## src/rtl/h_or_accum.sv

```systemverilog
// ----------------------------------------------------------------------------
// h_or_accum
//
// Sequential OR-reduction engine. Words arrive on a valid/ready handshake and
// are ORed together over a frame. The frame closes when in_last is seen or
// when FRAME_LEN words have been taken. The result is then held on the output
// until the consumer accepts it.
//
// Two reduction modes, selected by the mode input on the first word of each
// frame:
//   mode 0 - bitwise accumulate: result is the word-wide OR of every word.
//   mode 1 - per-word reduce: bit k of the result is the OR of all bits of
//            word k, giving one flag bit per word of the frame.
//
// Ports
//   clk        rising-edge clock
//   rst_n      asynchronous active-low reset
//   in_valid   input word valid
//   in_ready   block can take a word (low only while a result is held)
//   in_data    input word, WIDTH bits
//   in_last    final word of the frame (early close)
//   mode       reduction mode, sampled on the first word of a frame
//   out_valid  result valid, held until out_ready
//   out_ready  consumer accepts the result
//   out_data   frame result, WIDTH bits
//   out_any    OR of out_data
//   out_count  number of words in the frame, CNT_W bits
// ----------------------------------------------------------------------------
module h_or_accum #(
    parameter int WIDTH     = 16,
    parameter int FRAME_LEN = 8,
    parameter int CNT_W     = $clog2(FRAME_LEN + 1)
) (
    input  logic             clk,
    input  logic             rst_n,
    input  logic             in_valid,
    output logic             in_ready,
    input  logic [WIDTH-1:0] in_data,
    input  logic             in_last,
    input  logic             mode,
    output logic             out_valid,
    input  logic             out_ready,
    output logic [WIDTH-1:0] out_data,
    output logic             out_any,
    output logic [CNT_W-1:0] out_count
);

    // Per-word reduce mode places one flag per word, so a frame can never be
    // longer than the word is wide.
    generate
        if (FRAME_LEN < 1 || FRAME_LEN > WIDTH) begin : g_bad_frame_len
            $error("h_or_accum: FRAME_LEN must be in 1..WIDTH");
        end
        if (WIDTH < 2 || WIDTH > 64) begin : g_bad_width
            $error("h_or_accum: WIDTH must be in 2..64");
        end
    endgenerate

    typedef enum logic [1:0] {
        IDLE,
        ACCUM,
        HOLD
    } state_t;

    localparam logic [CNT_W-1:0] FRAME_LEN_C = CNT_W'(FRAME_LEN);

    state_t             state_q, state_d;
    logic [WIDTH-1:0]   acc_q, acc_d;
    logic [CNT_W-1:0]   cnt_q, cnt_d;
    logic               mode_q, mode_d;

    logic               accept;
    logic               eff_mode;
    logic [WIDTH-1:0]   bit_map;
    logic [WIDTH-1:0]   contrib;
    logic [CNT_W-1:0]   cnt_next;

    // Contribution of the word being offered. On the first word of a frame
    // the live mode input applies, afterwards the mode captured with that
    // first word, so mid-frame mode changes have no effect. cnt_q is the
    // 0-based index of the word, and stays below FRAME_LEN <= WIDTH, so the
    // shifted flag always lands inside the word.
    always_comb begin
        accept   = in_valid && in_ready;
        eff_mode = (state_q == IDLE) ? mode : mode_q;
        bit_map  = {{(WIDTH-1){1'b0}}, |in_data} << cnt_q;
        contrib  = eff_mode ? bit_map : in_data;
        cnt_next = cnt_q + CNT_W'(1);
    end

    // Next-state logic. A frame closes on in_last or when the word count
    // reaches FRAME_LEN; either condition gives a single close. The result
    // registers are cleared when the consumer takes the result so the next
    // frame starts from zero.
    always_comb begin
        state_d = state_q;
        acc_d   = acc_q;
        cnt_d   = cnt_q;
        mode_d  = mode_q;
        unique case (state_q)
            IDLE: begin
                if (accept) begin
                    mode_d  = mode;
                    cnt_d   = CNT_W'(1);
                    acc_d   = contrib;
                    state_d = (in_last || FRAME_LEN == 1) ? HOLD : ACCUM;
                end
            end
            ACCUM: begin
                if (accept) begin
                    acc_d = acc_q | contrib;
                    cnt_d = cnt_next;
                    if (in_last || cnt_next == FRAME_LEN_C) begin
                        state_d = HOLD;
                    end
                end
            end
            HOLD: begin
                if (out_ready) begin
                    state_d = IDLE;
                    acc_d   = '0;
                    cnt_d   = '0;
                end
            end
            default: begin
                state_d = IDLE;
            end
        endcase
    end

    always_ff @(posedge clk or negedge rst_n) begin
        if (!rst_n) begin
            state_q <= IDLE;
            acc_q   <= '0;
            cnt_q   <= '0;
            mode_q  <= 1'b0;
        end else begin
            state_q <= state_d;
            acc_q   <= acc_d;
            cnt_q   <= cnt_d;
            mode_q  <= mode_d;
        end
    end

    // All outputs come straight from registers. Input is refused for every
    // cycle a result is held, so there is no bypass between the two sides.
    // out_data shows the running accumulation; it is only meaningful while
    // out_valid is high.
    assign in_ready  = (state_q != HOLD);
    assign out_valid = (state_q == HOLD);
    assign out_data  = acc_q;
    assign out_any   = |acc_q;
    assign out_count = cnt_q;

endmodule

```

## config.mk

```make
export PLATFORM = sky130hd
export DESIGN_NAME = h_or_accum
export DESIGN_NICKNAME = d
export VERILOG_FILES = /design/src/rtl/h_or_accum.sv
export SDC_FILE = /design/constraint.sdc
export NUM_CORES = 1
export LEC_CHECK = 0
export BUFFER_PORTS_ARGS = -buffer_cell sky130_fd_sc_hd__buf_2
export CAP_MARGIN = 0
export CORE_ASPECT_RATIO = 0.9
export CORE_MARGIN = 3
export CORE_UTILIZATION = 54
export CTS_CLUSTER_SIZE = 28
export DETAILED_ROUTE_END_ITERATION = 10
export PLACE_DENSITY = 0.84
export SYNTH_ARGS = -nofsm -noshare
export SYNTH_HDL_FRONTEND = slang
export SYNTH_SLANG_ARGS = --single-unit
```

## constraint.sdc

```tcl
create_clock -name clk -period 3.8 [get_ports clk]
set_input_delay 0.19 -clock clk [delete_from_list [all_inputs] [get_ports clk]]
set_output_delay 0.19 -clock clk [all_outputs]
set_load 0.05 [all_outputs]
```

# Yosys cells after proc, flatten, opt, wreduce, memory -nomap -nowiden
# Cells that the tools add are included.
# totals
register_bits	23
input_bits	22
out_inout_bits	23
word_cells	40
# classes
add_sub_neg	1
n_eq_ne	8
shift	1
muxes	16
bitwise_logic	1
n_reduce_logical	9
# op_table
cell	n
$mux W16	4
$pmux W16 S3	1
$reduce_or A16 Y1	2
$or A16 B16 Y16	1
$shl A1 B4 Y16	1
$mux W4	3
$pmux W4 S3	1
$mux W2	5
$ne A2 B2 Y1 const B	4
$reduce_and A4 Y1	2
$pmux W2 S3	1
$add A4 B1 Y4 const B	1
$eq A4 B4 Y1 const B	1
$reduce_bool A3 Y1	1
$eq A2 B1 Y1 const B	1
$eq A2 B2 Y1 const B	1
$logic_not A2 Y1	1
$ne A2 B1 Y1 const B	1
$reduce_and A2 Y1	1
$logic_and A1 B1 Y1	1
$logic_or A1 B1 Y1	1
$mux W1	1

# Logic depth before layout (Yosys ltp)
# logic_depth
word_depth	6
ltp_mapped	8
ltp_nobuf	6

# Worst setup path after synthesis
# No wires, ideal clock.
# synth_path
kind	register to register
start	register state_q[0]
end	register acc_q[11], in the netlist out_data[11]
setup_ns	0.126
arrival_ns	1.930
required_ns	3.674
slack_ns	1.744
path_stages_with_launch	8
path_buffers	1
cell_sequence	dfrtp_1 -> inv_1 -> ha_1 -> nor2b_2 -> and2_4 -> buf_6 -> and3_1 -> a221o_1
# synth_via
elab_cells_between_ends	16
classes_between	6 x eq/ne; 5 x mux; 1 x bitwise; 4 x reduce/logical
# synth_rtl
item	line_no	rtl
start: declaration	67	state_t state_q, state_d;
start signal: assignment	138	state_q <= state_d;
$eq A2 B2 Y1 (*)	--	
net out_valid	41	output logic out_valid,
$ne A2 B1 Y1 (no line) or $reduce_bool A3 Y1 (tied branches)	--	
$reduce_and A4 Y1 (no line)	--	
end signal: assignment	134	acc_q <= '0;
end signal: assignment	139	acc_q <= acc_d;
end: declaration	68	logic [WIDTH-1:0] acc_q, acc_d;
# Mark *: on every way through the listed nets, which the timed path passes. The rest lies on a longest branch. The select of a mux whose other input is x is not followed.
# A chain may end at the register's enable or synchronous reset.

# Final worst setup path
# layout_path
start	register state_q[0]
end	register acc_q[13], in the netlist out_data[13]
# layout_via
elab_chain_cells	6
elab_cells_between_ends	16
classes_between	6 x eq/ne; 5 x mux; 1 x bitwise; 4 x reduce/logical
# layout_rtl
item	line_no	rtl
$logic_not A2 Y1	85, 100	
$mux W1	85	eff_mode = (state_q == IDLE) ? mode : mode_q;
$mux W16	87	contrib = eff_mode ? bit_map : in_data;
$or A16 B16 Y16	111	acc_d = acc_q | contrib;
$mux W16	110	if (accept) begin
$pmux W16 S3	100	unique case (state_q)
# Parallel ways exist; a longest one is shown, timed or not. The select of a mux whose other input is x is not followed.

==> results.json <==
{
  "critical_path.top_delay_family": "multiplexers",
  "initial_core_util": 0.574,
  "grt_max_degree": 24,
  "grt_antenna_before_repair": 0,
  "required_ns": 4.01,
  "nFillCells": 199,
  "postSynthAreaPerCell_um2": 11.2,
  "start_kind": "flop",
  "synth.distinct_cells": 41,
  "synth-edff-count": 0,
  "place_ws_ns": 1.51,
  "hp-class": "in2reg",
  "grt.total_usage": 0.226,
  "postSynthCellCount": 128,
  "regArea_um2": 576,
  "rrSetupSlack_ns": 1.46,
  "finalWirelength_um": 3610,
  "fin_skew_ns": 0.00829,
  "finalHoldViolations": 0,
  "cp_slowest_stage_delay_ns": 0.63,
  "slew_headroom": 0.556,
  "dr.pass1.iters": 4,
  "crit_chain": "inv_1, ha_1, mux2i_2, nand3b_4, nor4b_2, a221o_1",
  "cts_sinks": 23,
  "yosys_warnings": 0,
  "path_max_fanout": 17,
  "syn_to_final_growth_pct": 16.8,
  "num_io_pins": 45,
  "maxCapViolCount": 0,
  "path_buf_inv": 1,
  "worst_setup_path_end_kind": "flop",
  "io_buffers": 44,
  "grt_overflow_total": 0,
  "dieArea_um2": 3300,
  "arrival_ns": 2.55,
  "synthTopCellsByArea": "dfrtp_1 (40%), a221o_1 (11%), and3_1 (7.9%)",
  "critPathSlowestCell": "mux2i_2",
  "ir_worst_vdd_v": 0.000890,
  "root_buffer": "clkbuf_4",
  "dr.first_iter.drc_count": 84,
  "grt_pass1_wl_um": 5430,
  "rows": 17,
  "nNetsFinal": 198,
  "synth_top_cell_area_share": 0.403,
  "synth_nets": 154,
  "post_cts_resized": 0,
  "total_power_mw": 1.72,
  "via_count": 1275,
  "cellLeakagePower_nw": 0.908,
  "setup_viol": 0,
  "synth_top_cell_by_area": "dfrtp_1",
  "multi_input_area_um2": 782,
  "setup_ws_ns": 1.46,
  "status": "finished, final reports clean",
  "cts_tree": "yes",
  "worst_pin_slew_ns": 0.653,
  "hpwl_um": 2790,
  "criticalPathCategory": "reg2reg",
  "power.density_nw_per_um2": 1030,
  "setup_tns_ns": 0,
  "die_y_um": 54.8,
  "htree_levels": 1,
  "rsz0062_at_grt": "false",
  "period_share": 0.616,
  "ant_nets": 0,
  "clk_latency_ns": 0.32,
  "via_per_inst": 6.41,
  "seq_area_frac_synth": 0.403,
  "slew_violations": 0,
  "die_w_um": 60.2,
  "clk_pin_slew_ns": 0.14,
  "ctsLongestPathBuffers": 2,
  "antenna_cells": 0,
  "netlist_area_um2": 1430,
  "min_period_ns": 2.34,
  "cts_made_buffers": 3,
  "postSynth.asyncResetShare": 1.00,
  "wl_per_cell_um": 18.1,
  "dp_cells": 194,
  "drcViolationCount": 0,
  "core_um2": 2490,
  "place.gp.congestion": 0.850,
  "grt_pass1_vias": 1132,
  "fmax_mhz": 427,
  "layout-drive-gt1-share": 0.357,
  "synth-seq-cells": 23,
  "instances_no_fill": 199,
  "synthFlopType": "dfrtp_1"
}
cells in the final DEF, fill, tap and decap left out, types with 2 or more instances in the layout:
master    instances
buf_2            44
dfrtp_1          23
and3_1           18
a221o_1          16
nor4_1            8
inv_1             5
nor2_1            5
a21oi_1           4
ha_1              4
nand2_1           3
clkbuf_4          3
nand2b_1          2
a31oi_1           2
a21boi_0          2
o31ai_1           2
nor4b_2           2
nor2b_1           2
routing by layer:
layer	GRT usage	up-vias	share of wire
met5	0	-	0
met4	0.0554	0	0.0086
met3	0.0613	5	0.092
met2	0.344	59	0.46
met1	0.319	610	0.44
li1	-	601	-
layout make-up:
class                           count  area share
Clock buffer                        3      0.0135
Clock inverter                      1     0.00300
Inverter                            5      0.0112
Multi-Input combinational cell     94       0.469
Sequential cell                    23       0.345
Tap cell                           28      0.0210
Timing Repair Buffer               45       0.138
state kept, by name, summed over array words and instances, names as in the netlist:
name,count
mode_q,1
out_data,16
state_q,2
out_count,4
cells in the mapped netlist (2+ instances only):
master / n
a21boi_0: 2
inv_1: 5
nand2b_1: 2
ha_1: 4
a221o_1: 16
and3_1: 18
dfrtp_1: 23
a31oi_1: 2
a21oi_1: 4
o31ai_1: 2
buf_6: 4
nor4b_2: 2
nand2_1: 3
nor4_1: 8
clkbuf_1: 2
nor2_1: 5
nor2b_1: 2
final timing paths:
| path | startpoint | endpoint | cells past startpoint |
|---|---|---|---|
| min in group asynchronous | rst_n | mode_q | 2 |
| worst max register to register | state_q[0] | out_data[13] | 6 |
| worst min register to register | out_data[4] | out_data[4] | 1 |
| max in group asynchronous | rst_n | state_q[0] | 2 |
| worst max-delay path | state_q[0] | out_data[13] | 6 |
| worst min-delay path | mode | mode_q | 2 |
timing repair:
action                     in CTS  in global routing
hold buffers                    1                  0
hold endpoints to repair       23                  0
buffers inserted                0                  0
setup endpoints to repair       0                  0
power breakdown:
part | switching (mW) | total, mW | leakage [nW] | internal (mW)
Combinational | 0.808 | 1.16 | 0.580 | 0.352
Clock | 0.0782 | 0.118 | 0.0177 | 0.0395
Sequential | 0.0998 | 0.439 | 0.310 | 0.340
kinds of logic after synthesis:
kind of cell | Yosys count | share of synthesized area
and+or+nand+nor | 52 | 0.255
AOI/OAI and AO/OA | 34 | 0.222
DFF | 23 | 0.403
buffers and inverters | 11 | 0.0499
muxes | 4 | 0.0350
adders and majority gates | 4 | 0.0350
metrics by stage:
stage	hold WS [ns]	util	instance area, µm²
4_1_cts	0.115	0.671	1670
5_1_grt	0.112	0.671	1670
3_5_place_dp	0.193	0.656	1630
6_report	0.119	0.671	1670
2_1_floorplan	-0.106	-	1430
3_3_place_gp	0.181	0.656	1630
Power figures use the tool's default switching activity.
